## config.mk

```make
export PLATFORM = sky130hd
export DESIGN_NAME = pipe_field
export DESIGN_NICKNAME = d
export VERILOG_FILES = /design/src/rtl/pipe_field_pkg.sv /design/src/rtl/pipe_lfsr.sv /design/src/rtl/pipe_field.sv
export SDC_FILE = /design/constraint.sdc
export NUM_CORES = 1
export LEC_CHECK = 0
export ABC_AREA = 1
export CAP_MARGIN = 10
export CORE_AREA = 2 2 140 142
export CTS_CLUSTER_DIAMETER = 200
export DETAILED_ROUTE_END_ITERATION = 16
export DIE_AREA = 0 0 142 144
export HOLD_SLACK_MARGIN = 0.02
export PLACE_DENSITY = 0.86
export SETUP_SLACK_MARGIN = 0.1
export SYNTH_ARGS = -nofsm -noshare
export SYNTH_HDL_FRONTEND = slang
export SYNTH_SLANG_ARGS = --single-unit
```

## constraint.sdc

```tcl
create_clock -name clk -period 45.8 [get_ports clk]
set_clock_uncertainty 0.05 [all_clocks]
set_input_delay 9.16 -clock clk [delete_from_list [all_inputs] [get_ports clk]]
set_output_delay 9.16 -clock clk [all_outputs]
set_load 0.02 [all_outputs]
```

## src/rtl/pipe_field_pkg.sv

```systemverilog
// Shared definitions for the scrolling pipe field: slot layout, LFSR polynomial
// and the per-step movement kinds.
package pipe_field_pkg;

  localparam int unsigned SLOT_W  = 24;
  localparam int unsigned FIELD_W = 8;
  localparam int unsigned POS_LSB = 16;
  localparam int unsigned MAX_LSB = 8;
  localparam int unsigned MIN_LSB = 0;

  // Galois right-shift form of x^16 + x^14 + x^13 + x^11 + 1
  localparam logic [15:0] LFSR_POLY = 16'hB400;

  typedef enum logic [1:0] {
    MV_HOLD,
    MV_SHIFT,
    MV_RECYCLE
  } move_e;

  function automatic logic [15:0] lfsr_next(input logic [15:0] s);
    logic [15:0] r;
    r = s >> 1;
    if (s[0]) r = r ^ LFSR_POLY;
    return r;
  endfunction

endpackage

```

## src/rtl/pipe_lfsr.sv

```systemverilog
// 16-bit Galois LFSR used for gap placement; load wins over advance.
module pipe_lfsr
  import pipe_field_pkg::*;
#(
  parameter logic [15:0] SEED = 16'hACE1
) (
  input  logic        clk,
  input  logic        load_i,
  input  logic        adv_i,
  output logic [15:0] state_o
);

  logic [15:0] state_q;

  always_ff @(posedge clk) begin
    if (load_i) begin
      state_q <= SEED;
    end else if (adv_i) begin
      state_q <= lfsr_next(state_q);
    end
  end

  assign state_o = state_q;

endmodule

```

## src/rtl/pipe_field.sv

```systemverilog
// Scrolling pipe field: slot positions and gaps, scroll divider with speed-up,
// score counting and registered collision detection.
module pipe_field
  import pipe_field_pkg::*;
#(
  parameter int unsigned N_PIPE       = 3,
  parameter int unsigned GAP_LEN      = 8,
  parameter int unsigned PIPE_SPACING = 50,
  parameter int unsigned SCROLL_DIV   = 3,
  parameter int unsigned LEVEL_STEP   = 5,
  parameter int unsigned BIRD_COL     = 10,
  parameter int unsigned HIT_LEFT     = 6,
  parameter int unsigned HIT_RIGHT    = 2,
  parameter logic [15:0] LFSR_SEED    = 16'hACE1
) (
  input  logic                       clk,
  input  logic                       rst,
  input  logic                       en,
  input  logic [7:0]                 n_row,
  input  logic [7:0]                 bird_alt,
  output logic [SLOT_W*N_PIPE-1:0]   pipes,
  output logic                       hit,
  output logic [15:0]                score,
  output logic                       score_pulse,
  output logic [3:0]                 div_cur
);

  localparam logic [7:0]  GAP8     = 8'(GAP_LEN);
  localparam logic [7:0]  WIN_LO   = (HIT_LEFT > BIRD_COL) ? 8'd0 : 8'(BIRD_COL - HIT_LEFT);
  localparam logic [7:0]  WIN_HI   = (BIRD_COL + HIT_RIGHT > 255) ? 8'd255
                                                                  : 8'(BIRD_COL + HIT_RIGHT);
  localparam logic [8:0]  SPACE9   = 9'(PIPE_SPACING);
  localparam logic [3:0]  DIV_INIT = 4'(SCROLL_DIV);
  localparam logic [15:0] LVL_LAST = (LEVEL_STEP == 0) ? 16'd0 : 16'(LEVEL_STEP - 1);

  logic [7:0]  pos_q [N_PIPE];
  logic [7:0]  pos_d [N_PIPE];
  logic [7:0]  min_q [N_PIPE];
  logic [7:0]  min_d [N_PIPE];
  logic [3:0]  cnt_q, cnt_d;
  logic [3:0]  div_q, div_d;
  logic [15:0] score_q, score_d;
  logic [15:0] lvl_q, lvl_d;
  logic        pulse_q, pulse_d;
  logic        hit_q, hit_d;

  logic [15:0] lfsr_q;
  logic        lfsr_adv;

  logic        room;
  logic [7:0]  span;
  logic [7:0]  rst_min;
  logic [15:0] rec_mod;
  logic [7:0]  rec_min;
  logic [8:0]  tail_sum;
  logic [7:0]  max0;
  logic        step;
  logic        in_win;
  move_e       move;

  pipe_lfsr #(
    .SEED (LFSR_SEED)
  ) u_lfsr (
    .clk     (clk),
    .load_i  (rst),
    .adv_i   (lfsr_adv),
    .state_o (lfsr_q)
  );

  // Gap placement depends on the live playfield height
  always_comb begin
    room     = n_row > GAP8;
    span     = n_row - GAP8;
    rst_min  = room ? (span >> 1) : '0;
    rec_mod  = lfsr_q % {8'd0, (room ? span : 8'd1)};
    rec_min  = room ? rec_mod[7:0] : '0;
    tail_sum = {1'b0, pos_q[N_PIPE-1]} + SPACE9;
    max0     = min_q[0] + GAP8;
    in_win   = (pos_q[0] >= WIN_LO) && (pos_q[0] <= WIN_HI);
    step     = en && (cnt_q == div_q - 4'd1);
    if (!step)               move = MV_HOLD;
    else if (pos_q[0] == '0) move = MV_RECYCLE;
    else                     move = MV_SHIFT;
  end

  always_comb begin
    pos_d    = pos_q;
    min_d    = min_q;
    cnt_d    = cnt_q;
    div_d    = div_q;
    score_d  = score_q;
    lvl_d    = lvl_q;
    pulse_d  = 1'b0;
    hit_d    = 1'b0;
    lfsr_adv = 1'b0;

    if (en) begin
      hit_d = in_win && ((bird_alt <= min_q[0]) || (bird_alt >= max0));

      if (step) begin
        cnt_d = '0;
      end else if (cnt_q >= div_q) begin
        cnt_d = '0;
      end else begin
        cnt_d = cnt_q + 4'd1;
      end

      // Score is judged on the pre-step leading position, before any shift
      if (step && (pos_q[0] == WIN_LO) && (score_q != '1)) begin
        score_d = score_q + 16'd1;
        pulse_d = 1'b1;
        if (LEVEL_STEP != 0) begin
          if (lvl_q == LVL_LAST) begin
            lvl_d = '0;
            if (div_q > 4'd1) div_d = div_q - 4'd1;
          end else begin
            lvl_d = lvl_q + 16'd1;
          end
        end
      end
    end

    case (move)
      MV_SHIFT: begin
        for (int unsigned i = 0; i < N_PIPE; i++) begin
          pos_d[i] = pos_q[i] - 8'd1;
        end
      end
      MV_RECYCLE: begin
        for (int unsigned i = 0; i < N_PIPE - 1; i++) begin
          pos_d[i] = pos_q[i+1];
          min_d[i] = min_q[i+1];
        end
        pos_d[N_PIPE-1] = tail_sum[8] ? 8'hFF : tail_sum[7:0];
        min_d[N_PIPE-1] = rec_min;
        lfsr_adv        = 1'b1;
      end
      default: ;
    endcase
  end

  always_ff @(posedge clk) begin
    if (rst) begin
      for (int unsigned i = 0; i < N_PIPE; i++) begin
        pos_q[i] <= 8'(PIPE_SPACING * (i + 1));
        min_q[i] <= rst_min;
      end
      cnt_q   <= '0;
      div_q   <= DIV_INIT;
      score_q <= '0;
      lvl_q   <= '0;
      pulse_q <= 1'b0;
      hit_q   <= 1'b0;
    end else begin
      pos_q   <= pos_d;
      min_q   <= min_d;
      cnt_q   <= cnt_d;
      div_q   <= div_d;
      score_q <= score_d;
      lvl_q   <= lvl_d;
      pulse_q <= pulse_d;
      hit_q   <= hit_d;
    end
  end

  always_comb begin
    pipes = '0;
    for (int unsigned i = 0; i < N_PIPE; i++) begin
      pipes[SLOT_W*i + POS_LSB +: FIELD_W] = pos_q[i];
      pipes[SLOT_W*i + MAX_LSB +: FIELD_W] = min_q[i] + GAP8;
      pipes[SLOT_W*i + MIN_LSB +: FIELD_W] = min_q[i];
    end
  end

  assign hit         = hit_q;
  assign score       = score_q;
  assign score_pulse = pulse_q;
  assign div_cur     = div_q;

endmodule

```

==> impl_metrics.yaml <==
synthesis:
  synth_seq_cells: 106
  synth_edf_count: 24
  synth_top_flop_cell: "dfxtp_1"
  yosys.area.top_type_share_pct: 13.97
  synth_cell_types: 63
  ys_warn_count: 0
  yosysTopAreaCell: "nand2_1"
  ys_seq_area_share_pct: 19.89
  synth-async-reset-ratio_pct: 0
  synth_area_per_cell_sq_um: 6.501
  synth_nets: 1967
  syn_area_sq_mm: 0.01188
  syn_inst: 1827
  ys_top_cells_by_area: "nand2_1, dfxtp_1, ha_1, inv_1, edfxtp_1"
layout:
  drive_gt1_share_pct: 6.922
  nets: 2042
  fillers: 1594
  syn_to_final_growth_pct: 11.89
die:
  ioPinCount: 113
  fp.dieH_um: 144
  rows: 51
  die_w_um: 142
  design.die.area_sq_mm: 0.02045
  core_region_area_sq_mm: 0.01908
  initial_core_util_pct: 62.25
sta:
  drv_slew: 0
  finalHoldViolCount: 0
  tns_ns: 0
  rsz0062_at_grt: "no"
  period_share_pct: 82.27
  fmax_mhz: 26.54
  setup_viol: 0
  relSlewSlack_pct: 26.55
  layout_min_cycle_time_ns: 37.68
  worst_slew_pin_slew_ns: 1.099
clock_tree:
  cts_hold_buffers: 0
  clockBufferDepth: 2
  clkSlewWorstSetupHoldPaths_ns: 0.07
  post_cts_buffers: 0
  post_cts_resized: 0
  insertion_delay_ns: 0.37
  htreeDepth: 3
  cts_tree: "built"
  cts_inserted_buffers: 9
  clockRootBuffer: "clkbuf_16"
  clkSinkCount: 106
flow_run:
  max_cap_viol_count: 0
detailed_routing:
  drt_iter0_drc: 813
  vias: 12240
  vias_per_cell: 5.705
  routed_wl_um: 30690
  ant_nets: 0
  wl_per_cell_um: 14.30
  first_pass_iters: 7
  drc: 0
global_route:
  grt_first_pass_wirelength_um: 50890
  antenna_found_initial: 1
  grt_pass1_vias: 11130
  grt_max_degree: 51
  grt_usage_pct: 29.91
  grt_overflow_total: 0
critical_path:
  timing.critical_path.arrival_ns: 37.74
  regToRegSetupSlack_ns: 18.24
  reg2regPathDepth: 199
  crit_path_start: "n_row[3]"
  critPathRequiredTime_ns: 45.86
  slowest_delay_ns: 0.56
  start_kind: "input pin"
  path_common_cell: "nand2_1"
  crit_path_top_delay_cell: "clkdlybuf4s50_1"
  critPathKind: "in -> reg"
  cp_max_fo: 19
  worstReg2RegEnd: "pipes[55]$_SDFFCE_PP0P_"
  crit_end: "pipes[55]$_SDFFCE_PP0P_"
  timing.rr.start: "u_lfsr.state_o[15]$_SDFFE_PP1P_"
  endpoint_kind: "register"
min_path:
  whs_path_depth: 2
  hold_class: "reg -> reg"
placed_design:
  gp_congestion: 0.9788
  place_hpwl_um: 23700
  portBuffers: 112
outcome:
  status: "complete, no violations"
## flip-flops by register name, indices dropped and copies added (netlist names)
signal and flops:
pipes 48, lvl_q 16, score 16, u_lfsr.state_o 16
cnt_q 4, div_cur 4, hit 1, score_pulse 1
## metrics by stage
step	util, %	std cells	setup slack (ns)	hold WS (ns)	cell area [sq um]
6_report	69.66	2146	8.120	0.4547	13290
5_1_grt	69.66	2146	4.862	0.4769	13290
4_1_cts	69.64	2145	8.407	0.4580	13290
3_5_place_dp	68.13	2129	8.163	0.4462	13000
3_3_place_gp	68.13	2129	9.497	0.4115	13000
2_1_floorplan	-	1827	12.52	0.3935	11880
## synthesized netlist by cell type (16+ instances only)
| cell type | number |
|---|---|
| nand2_1 | 442 |
| inv_1 | 261 |
| nor2_1 | 127 |
| nand3_1 | 125 |
| ha_1 | 120 |
| o21ai_0 | 111 |
| a21oi_1 | 101 |
| dfxtp_1 | 82 |
| xnor2_1 | 47 |
| xor2_1 | 46 |
| nand2_2 | 37 |
| nand4_1 | 29 |
| buf_4 | 26 |
| edfxtp_1 | 24 |
| nor3_1 | 20 |
| clkbuf_1 | 17 |
| nor4_1 | 17 |
| inv_2 | 16 |
## layout make-up
type                            count  area (sq um)  area share, %
Inverter                          280          1051          7.908
Antenna cell                        1         2.502        0.01883
Multi-Input combinational cell   1386          8114          61.05
Clock inverter                      6         60.06         0.4519
Timing Repair Buffer              119          1174          8.831
Tap cell                          238         297.8          2.241
Clock buffer                       10         229.0          1.723
Sequential cell                   106          2362          17.77
## worst min path at each step
stage,start,end,slack (ns)
after global placement,lvl_q[15]$_SDFFE_PP0P_,lvl_q[15]$_SDFFE_PP0P_,0.41
after detailed placement,lvl_q[15]$_SDFFE_PP0P_,lvl_q[15]$_SDFFE_PP0P_,0.45
after floorplan,lvl_q[15]$_SDFFE_PP0P_,lvl_q[15]$_SDFFE_PP0P_,0.39
after global routing,lvl_q[8]$_SDFFE_PP0P_,lvl_q[8]$_SDFFE_PP0P_,0.48
final,lvl_q[11]$_SDFFE_PP0P_,lvl_q[11]$_SDFFE_PP0P_,0.45
after CTS,lvl_q[15]$_SDFFE_PP0P_,lvl_q[15]$_SDFFE_PP0P_,0.46
## cell usage in the layout (no fill, tap or decap), types with 12 or more instances in the layout
cell type and instances:
xor2_1 46, o21ai_0 111, or2_2 12, nand2_1 442
nand3_1 125, o211ai_1 13, nor3_1 20, edfxtp_1 24
a31oi_1 13, nand4_1 29, dfxtp_1 82, a21oi_1 101
nor4_1 17, ha_1 120, xnor2_1 47, nor2_1 127
inv_1 261, nand2_2 37, inv_2 16, clkdlybuf4s50_1 112
## routing by layer
metal	vias to the layer above	routed length [um]	GRT usage (%)
li1	6144	-	-
met1	5591	13350	37.58
met2	427	14500	52.25
met3	80	1817	3.113
met4	0	1019	12.84
met5	-	0	0
## kinds of logic after synthesis
kind of cell	after synthesis	synth area share [%]
simple gates	865	33.70
fa+ha+maj	121	12.81
compound gates	306	14.86
xor+xnor	93	6.858
mux	1	0.08428
flops	106	19.89
buf+inv	335	11.80
## critical path, delay by kind of cell
kind	cells	cell delay, ns
compound gates	42	8.37
fa+ha+maj	16	4.99
buf+inv	25	2.54
simple gates	122	12.44
xor+xnor	1	0.16
Power is left out: the tool's default activity adds up to more than one toggle a clock period on the data nets, which glitch-free logic cannot reach.
